--- config.mk ---
export PLATFORM = sky130hd
export DESIGN_NAME = alu_logic_sequencer
export DESIGN_NICKNAME = d
export VERILOG_FILES = /design/src/rtl/alu_pkg.sv /design/src/rtl/alu_logic16.sv /design/src/rtl/alu_logic_sequencer.sv
export SDC_FILE = /design/constraint.sdc
export NUM_CORES = 1
export LEC_CHECK = 0
export ABC_CLOCK_PERIOD_IN_PS = 3400
export CELL_PAD_IN_SITES_DETAIL_PLACEMENT = 1
export CELL_PAD_IN_SITES_GLOBAL_PLACEMENT = 2
export CORE_ASPECT_RATIO = 0.5
export CORE_MARGIN = 2
export CORE_UTILIZATION = 43
export DETAILED_ROUTE_END_ITERATION = 12
export GPL_TIMING_DRIVEN = 0
export HOLD_SLACK_MARGIN = 0.02
export PLACE_DENSITY = 0.83
export SLEW_MARGIN = 20
export SYNTH_ARGS = -nofsm -noshare
export SYNTH_HDL_FRONTEND = slang
export SYNTH_HIERARCHICAL = 1
export SYNTH_SLANG_ARGS = --single-unit
--- constraint.sdc ---
create_clock -name clk -period 3.4 [get_ports clk]
set_clock_uncertainty 0.05 [all_clocks]
set_input_delay 0.68 -clock clk [delete_from_list [all_inputs] [get_ports clk]]
set_output_delay 0.68 -clock clk [all_outputs]
set_load 0.01 [all_outputs]
--- src/rtl/alu_pkg.sv ---
// Shared types for the byte-serial bitwise ALU front end: opcode and sequencer state encodings.
package alu_pkg;

  typedef enum logic [2:0] {
    OP_NAND  = 3'd0,
    OP_AND   = 3'd1,
    OP_OR    = 3'd2,
    OP_NOR   = 3'd3,
    OP_XOR   = 3'd4,
    OP_XNOR  = 3'd5,
    OP_NOTA  = 3'd6,
    OP_PASSB = 3'd7
  } op_e;

  typedef enum logic [2:0] {
    S_OP   = 3'd0,
    S_A    = 3'd1,
    S_B    = 3'd2,
    S_EXEC = 3'd3,
    S_RES  = 3'd4
  } state_e;

  // A single-byte operand still needs a 1-bit index register.
  function automatic int unsigned idx_width(input int unsigned nb);
    return (nb > 1) ? $clog2(nb) : 1;
  endfunction

endpackage

--- src/rtl/alu_logic16.sv ---
// Purely combinational bitwise function unit selected by a 3-bit opcode.
module alu_logic16
  import alu_pkg::*;
#(
  parameter int unsigned W = 16
) (
  input  logic [W-1:0] a,
  input  logic [W-1:0] b,
  input  op_e          opcode,
  output logic [W-1:0] result
);

  always_comb begin
    result = '0;
    case (opcode)
      OP_NAND:  result = ~(a & b);
      OP_AND:   result = a & b;
      OP_OR:    result = a | b;
      OP_NOR:   result = ~(a | b);
      OP_XOR:   result = a ^ b;
      OP_XNOR:  result = ~(a ^ b);
      OP_NOTA:  result = ~a;
      OP_PASSB: result = b;
      default:  result = '0;
    endcase
  end

endmodule

--- src/rtl/alu_logic_sequencer.sv ---
// Byte-serial request/response sequencer: collects opcode, A and B bytes, executes one
// bitwise operation and streams the W-bit result back LSB-first.
module alu_logic_sequencer
#(
  parameter int unsigned W = 16
) (
  input  logic       clk,
  input  logic       rst_n,
  input  logic       in_valid,
  output logic       in_ready,
  input  logic [7:0] in_data,
  output logic       out_valid,
  input  logic       out_ready,
  output logic [7:0] out_data,
  output logic       zero,
  output logic       busy
);

  import alu_pkg::*;

  localparam int unsigned NB = W / 8;
  localparam int unsigned IW = idx_width(NB);
  localparam logic [IW-1:0] LastIdx = IW'(NB - 1);

  state_e         state_q, state_d;
  logic [IW-1:0]  idx_q, idx_d;
  op_e            op_q;
  logic [W-1:0]   a_q, b_q, result_q;
  logic           zero_q;
  logic [W-1:0]   f_result;

  logic latch_op, load_a, load_b, exec;

  alu_logic16 #(
    .W(W)
  ) u_logic (
    .a      (a_q),
    .b      (b_q),
    .opcode (op_q),
    .result (f_result)
  );

  always_ff @(posedge clk or negedge rst_n) begin
    if (!rst_n) begin
      state_q <= S_OP;
      idx_q   <= '0;
    end else begin
      state_q <= state_d;
      idx_q   <= idx_d;
    end
  end

  // Outputs depend on registered state only; handshake inputs feed next-state alone.
  always_comb begin
    state_d   = state_q;
    idx_d     = idx_q;
    in_ready  = 1'b0;
    out_valid = 1'b0;
    out_data  = 8'h00;
    busy      = 1'b1;
    latch_op  = 1'b0;
    load_a    = 1'b0;
    load_b    = 1'b0;
    exec      = 1'b0;
    case (state_q)
      S_OP: begin
        in_ready = 1'b1;
        busy     = 1'b0;
        if (in_valid) begin
          latch_op = 1'b1;
          idx_d    = '0;
          state_d  = S_A;
        end
      end
      S_A: begin
        in_ready = 1'b1;
        if (in_valid) begin
          load_a = 1'b1;
          if (idx_q == LastIdx) begin
            idx_d   = '0;
            state_d = S_B;
          end else begin
            idx_d = idx_q + 1'b1;
          end
        end
      end
      S_B: begin
        in_ready = 1'b1;
        if (in_valid) begin
          load_b = 1'b1;
          if (idx_q == LastIdx) begin
            idx_d   = '0;
            state_d = S_EXEC;
          end else begin
            idx_d = idx_q + 1'b1;
          end
        end
      end
      S_EXEC: begin
        exec    = 1'b1;
        idx_d   = '0;
        state_d = S_RES;
      end
      S_RES: begin
        out_valid = 1'b1;
        out_data  = result_q[8*idx_q +: 8];
        if (out_ready) begin
          if (idx_q == LastIdx) begin
            idx_d   = '0;
            state_d = S_OP;
          end else begin
            idx_d = idx_q + 1'b1;
          end
        end
      end
      default: begin
        state_d = S_OP;
        idx_d   = '0;
      end
    endcase
  end

  always_ff @(posedge clk or negedge rst_n) begin
    if (!rst_n) begin
      op_q     <= OP_NAND;
      a_q      <= '0;
      b_q      <= '0;
      result_q <= '0;
      zero_q   <= 1'b0;
    end else begin
      if (latch_op) op_q <= op_e'(in_data[2:0]);
      if (load_a)   a_q[8*idx_q +: 8] <= in_data;
      if (load_b)   b_q[8*idx_q +: 8] <= in_data;
      if (exec) begin
        result_q <= f_result;
        zero_q   <= (f_result == '0);
      end
    end
  end

  assign zero = zero_q;

endmodule

==> flow_summary.yaml, run 1 <==
synth:
  netlist_area_mm2: 0.00411
  ys_warn_count: 6
  syn-num-nets: 441
  synth.distinct_cells: 45
  synth_flop_cell: "dfrtp_1"
  synthSimpleGateAreaFrac_pct: 10.6
  ys_seq_area_share_pct: 34.1
  synth_top_family_by_area: "multiplexers"
  yosys_register_bits: 56
  synth-compound-area-share_pct: 12.1
  synth.avg_cell_area_um2: 10.4
  synthMuxAreaShare_pct: 20.1
  synth_edf_count: 0
  synthAdderAreaFrac_pct: 9.74
  synth-xor-area-share_pct: 4.47
  synthCells: 397
  synth_async_sr_flop_share_pct: 100
clocking:
  clk_latency_ns: 0.30
  cts_tree: "built"
  post_cts_buffers: 0
  cts-root-buf: "clkbuf_16"
  cts.sinks: 56
  h-tree-depth: 2
  clock_path_buffers: 2
  cts_hold_buf: 0
  path_clk_slew_ns: 0.08
  cts-resized-gates: 0
  cts_buffers: 5
global_route:
  met2_usage_pct: 39.2
  grt_remaining_overflow: 0
  grt_usage_pct: 24.2
  antenna_found_initial: 0
  met1_usage_pct: 33.7
  grt_pass1_vias: 3323
  grt_max_degree: 57
  busiest_layer: "met2"
  grt_pass1_wl_mm: 18.6
  gr-usage-met3_pct: 4.53
critical_path:
  crit-reg2reg-capture: "zero"
  cp_max_fo: 10
  critPathCaptureType: "output port"
  start_kind: "flop"
  rrSetupSlack_ns: 1.20
  worstPathArrival_ns: 2.02
  path_class: "flop to output port"
  critPathRequiredTime_ns: 2.67
  rr_worst_depth: 9
  r2r_start: "op_q[1]"
timing:
  period_needed_ns: 2.75
  clock.fmax_ghz: 0.364
  final-setup-viol-count: 0
  fin_ws_ns: 0.652
  rsz0062_at_grt: "no"
  slew_violations: 0
  hold_viol: 0
  tightestPinTransition_ns: 0.746
  slew_headroom_pct: 50.3
  fin_crit_sh_pct: 80.8
routing:
  viasPerCell: 5.82
  wl_per_cell_um: 21.3
  drc: 0
  num_vias: 3189
  drt_iter0_drc: 204
  firstDrtPassIters: 4
  ant_nets: 0
  wl_mm: 11.6
floorplanning:
  die-area_mm2: 0.0104
  die_y_um: 73.1
  io_pins: 24
  initial_core_util_pct: 44.0
  num_rows: 25
  fp.dieW_um: 142
  core_mm2: 0.00935
placement:
  port_buffers: 22
  dpl.cell_count: 540
  hpwlAfterDp_mm: 8.29
  post_dp_cell_area_mm2: 0.00448
  gp_congestion: 0.875
  post-place-ws_ns: 0.980
finish:
  diodes: 0
  final_common_cell: "dfrtp_1"
  fillers: 1044
  final_cells: 548
  stdcell_area_mm2: 0.00463
  drive_above_1_share_pct: 25.1
  syn_to_final_growth_pct: 12.6
  nets: 470
  mostFrequentLayoutCells: "56 x dfrtp_1, 54 x mux2_2, 37 x inv_1, 32 x ha_1, 22 x mux2i_1"
  post-route-util_pct: 49.5
  ff_latch_area_mm2: 0.00140
  multi_input_area_mm2: 0.00235
run_status:
  run_status: "finished clean"
min_path:
  hold_class: "input port to asynchronous set/reset pin"
power_and_ir_drop:
  p_leak_nw: 2.07
  powerDensity_mw_per_mm2: 1140
  vdd_ir_drop_max_v: 0.000394
  fin_total_pwr_w: 0.00529
flow_run:
  drv_cap: 0
-- how the worst max path moves through the flow --
stage	start	to	slack, ns	cells after the start
final	state_q[0]	out_data[2]	0.65	5
after floorplan	a_q[2]	zero	1.59	9
after CTS	state_q[0]	out_data[2]	0.64	5
after global routing	state_q[0]	out_data[2]	0.54	5
after detailed placement	state_q[0]	out_data[4]	0.98	5
after global placement	rst_n	result_q[5]	-0.08	1
-- metrics by stage --
step	setup TNS, ns	hold WS, ns
detailed placement	0	0.434
CTS	0	0.423
global route	0	0.456
finish	0	0.373
floorplan	0	0.334
global placement	-4.35	0.412
-- where the power goes --
part	internal [W]	switching [W]
sequential	0.000995	0.000264
combinational	0.00154	0.00196
clock	0.000277	0.000261
total	0.00281	0.00248
-- sequential cells by signal (all words and copies together) (netlist names) --
register,count
result_q,16
a_q,16
op_q,3
idx_q,1
b_q,16
zero,1
state_q,3
-- metal layers --
metal / routed length [µm] / part of all wire (%) / vias to the layer above
met4: 188 / 1.6 / 0
met3: 579 / 5.0 / 15
li1: - / - / 1455
met1: 5570 / 48 / 1628
met2: 5320 / 46 / 91
met5: 0 / 0 / -
-- layout make-up --
class | count | area share, %
multi-input cells | 273 | 50.7
clock buffers | 5 | 2.70
repair buffers | 22 | 4.70
inverters | 37 | 3.00
flip-flops and latches | 56 | 30.3
clock inverters | 3 | 0.487
well taps | 121 | 3.27
plain buffers | 31 | 4.87
-- kinds of logic after synthesis --
logic type      after synthesis
fa+ha+maj                    32
compound gates               69
flops                        56
xor+xnor                     21
buf+inv                      68
simple gates                 75
mux                          76
-- critical path, stage by stage, from the launching register on --
cell and delay [ns]:
dfrtp_1 0.40, buf_2 0.19, nor2_1 0.12, nand2_1 0.24, nor2_1 0.21, clkdlybuf4s50_1 0.55
-- synthesized netlist by cell type, types with 2 or more instances --
master	count	area share, %
nand3b_1	3	0.55
nor3b_1	3	0.55
nand3_1	9	1.1
a32oi_1	10	2.1
a22oi_2	2	0.61
o21ai_0	7	0.85
a22oi_1	7	1.3
o21ai_1	9	1.1
xor2_1	8	1.7
o211ai_2	6	1.8
buf_2	16	1.9
a31oi_1	2	0.30
nor2_1	21	1.9
nand2b_1	3	0.46
nor4_1	4	0.61
buf_6	6	1.6
xnor2_1	13	2.8
mux2i_1	22	5.4
buf_4	7	1.3
nor2b_1	11	1.7
a21oi_1	10	1.2
and2_1	2	0.30
dfrtp_1	56	34
o211ai_1	3	0.55
inv_1	37	3.4
nor3_1	3	0.37
nand2_1	7	0.64
mux2_2	54	15
o22ai_1	8	1.2
a211o_1	2	0.43
ha_1	32	9.7
Note: power is estimated with default switching activity, not from simulation.
==> run 2, diff against run 1 <==
Settings changed: ABC_CLOCK_PERIOD_IN_PS 3400 to 2700, CORE_UTILIZATION 43 to 40, PLACE_DENSITY 0.83 to 0.78.
Clock period 3.4 ns to 2.7 ns, I/O delays scaled along.
==> run 2 against run 1 <==
Compared with the run above:
- first-iteration DRC count down 31%
- non-clock buffer count did not move
- die area up 7.2%
- final cell count increased by 3.5%
- worst hold slack got worse by 0.13 ns
- cell area rose by 0.57%
- clock power rose by 29%
- wire length shrank 0.48%
- flip-flop and latch count is the same
- critical path type unchanged
- highest routed layer unchanged
==> flow_summary.yaml, run 2 (same netlist as run 1, synthesis figures left out) <==
finish:
  nets: 470
  syn_to_final_growth_pct: 13.2
  final_common_cell: "dfrtp_1"
  reg.largest.list: "a_q (16), b_q (16), result_q (16)"
  mostFrequentLayoutCells: "56 x dfrtp_1, 54 x mux2_2, 37 x inv_1, 32 x ha_1, 22 x mux2i_1"
  diodes: 0
  drive_above_1_share_pct: 25.1
  final_cells: 567
  fillers: 1120
power_and_ir_drop:
  powerDensity_mw_per_mm2: 1420
  p_leak_nw: 2.07
  vdd_ir_drop_max_v: 0.000405
timing:
  holdWs_ns: 0.243
  period_needed_ns: 2.55
  clock.fmax_ghz: 0.392
  slew_violations: 0
  final-setup-viol-count: 0
  tns_ns: 0
  tightestPinTransition_ns: 0.754
  hold_viol: 0
  fin_crit_sh_pct: 94.6
  rsz0062_at_grt: "no"
  slew_headroom_pct: 49.7
floorplanning:
  die-area_mm2: 0.0112
  initial_core_util_pct: 40.6
  fp.dieW_um: 147
  num_rows: 26
  io_pins: 24
  die_y_um: 75.7
  core_mm2: 0.0101
clocking:
  path_clk_slew_ns: 0.08
  cts_hold_buf: 0
  h-tree-depth: 2
  post_cts_buffers: 0
  clock_path_buffers: 2
  cts_buffers: 5
  cts-root-buf: "clkbuf_16"
  cts.sinks: 56
  clk_latency_ns: 0.31
  cts-resized-gates: 0
  cts_tree: "built"
run_status:
  run_status: "finished clean"
critical_path:
  crit_top_cell: "buf_2"
  cp_cell_sequence: "buf_2 > buf_2 > mux2i_1 > nor2_1 > clkdlybuf4s50_1"
  max_stage_delay_ns: 0.48
  rrSetupSlack_ns: 0.58
  crit-reg2reg-capture: "zero"
  rr_worst_depth: 9
  critPathRequiredTime_ns: 2.11
  start_kind: "flop"
  critPathCaptureType: "output port"
  r2r_start: "op_q[1]"
  cp_max_fo: 10
  worst_path_max_delay_cell: "clkdlybuf4s50_1"
  worstPathArrival_ns: 1.96
  path_class: "flop to output port"
routing:
  ant_nets: 0
  wl_mm: 11.6
  drt_iter0_drc: 141
  drc: 0
  viasPerCell: 5.46
  firstDrtPassIters: 4
  wl_per_cell_um: 20.4
  num_vias: 3095
global_route:
  grt_usage_pct: 21.7
  grt_pass1_vias: 3264
  grt_pass1_wl_mm: 18.0
  antenna_found_initial: 0
  grt_max_degree: 57
  grt_remaining_overflow: 0
placement:
  hpwlAfterDp_mm: 8.34
  gp_congestion: 0.823
  port_buffers: 22
  dpl.cell_count: 559
min_path:
  hold_class: "input port to asynchronous set/reset pin"
flow_run:
  drv_cap: 0
## run 2: changes by cell type in the layout (fill, tap and decap cells not counted), sizes merged
cell      change
clkinvlp      +1
clkinv        -2
inv           +1
## run 2: area by class of cell
| type | instances | area [µm²] | area share, % |
|---|---|---|---|
| Tap cell | 140 | 175 | 3.76 |
| Clock inverter | 3 | 25.0 | 0.538 |
| Clock buffer | 5 | 125 | 2.69 |
| Sequential cell | 56 | 1400 | 30.1 |
| Multi-Input combinational cell | 273 | 2350 | 50.4 |
| Buffer | 31 | 225 | 4.84 |
| Inverter | 37 | 139 | 2.98 |
| Timing Repair Buffer | 22 | 218 | 4.68 |
## run 2: per-layer routing
metal | GRT usage, % | share of wire (%)
met4 | 6.09 | 1.4
met3 | 4.37 | 6.0
met5 | 0 | 0
met2 | 36.4 | 46
met1 | 29.2 | 47
## run 2: worst max-delay path, delay by kind of cell, from the launching register on
kind                   cells  cell delay, ns
AND/OR/NAND/NOR            1            0.06
flip-flops                 1            0.33
multiplexers               1            0.26
buffers and inverters      3            1.01
## run 2: worst max path at each step
stage	from	to	depth (start not counted)
after global placement	rst_n	b_q[1]	1
after global routing	state_q[0]	out_data[1]	5
after CTS	idx_q	out_data[6]	5
after detailed placement	state_q[0]	out_data[3]	5
after floorplan	a_q[2]	zero	9
final	idx_q	out_data[2]	5
## run 2: per-stage QoR
stage | worst slack [ns] | area (µm²) | utilization [%] | power, W
2_1_floorplan | 0.887 | 4110 | - | 0.00464
3_3_place_gp | -0.627 | 4510 | 44.5 | 0.00565
3_5_place_dp | 0.471 | 4500 | 44.5 | 0.00592
4_1_cts | 0.134 | 4650 | 46.0 | 0.00664
5_1_grt | 0.00641 | 4650 | 46.0 | 0.00712
6_report | 0.146 | 4650 | 46.0 | 0.00661
## run 2: where the power goes
group	switching (W)	internal, W
sequential	0.000337	0.00125
clock	0.000343	0.000352
combinational	0.00240	0.00193
total	0.00308	0.00354
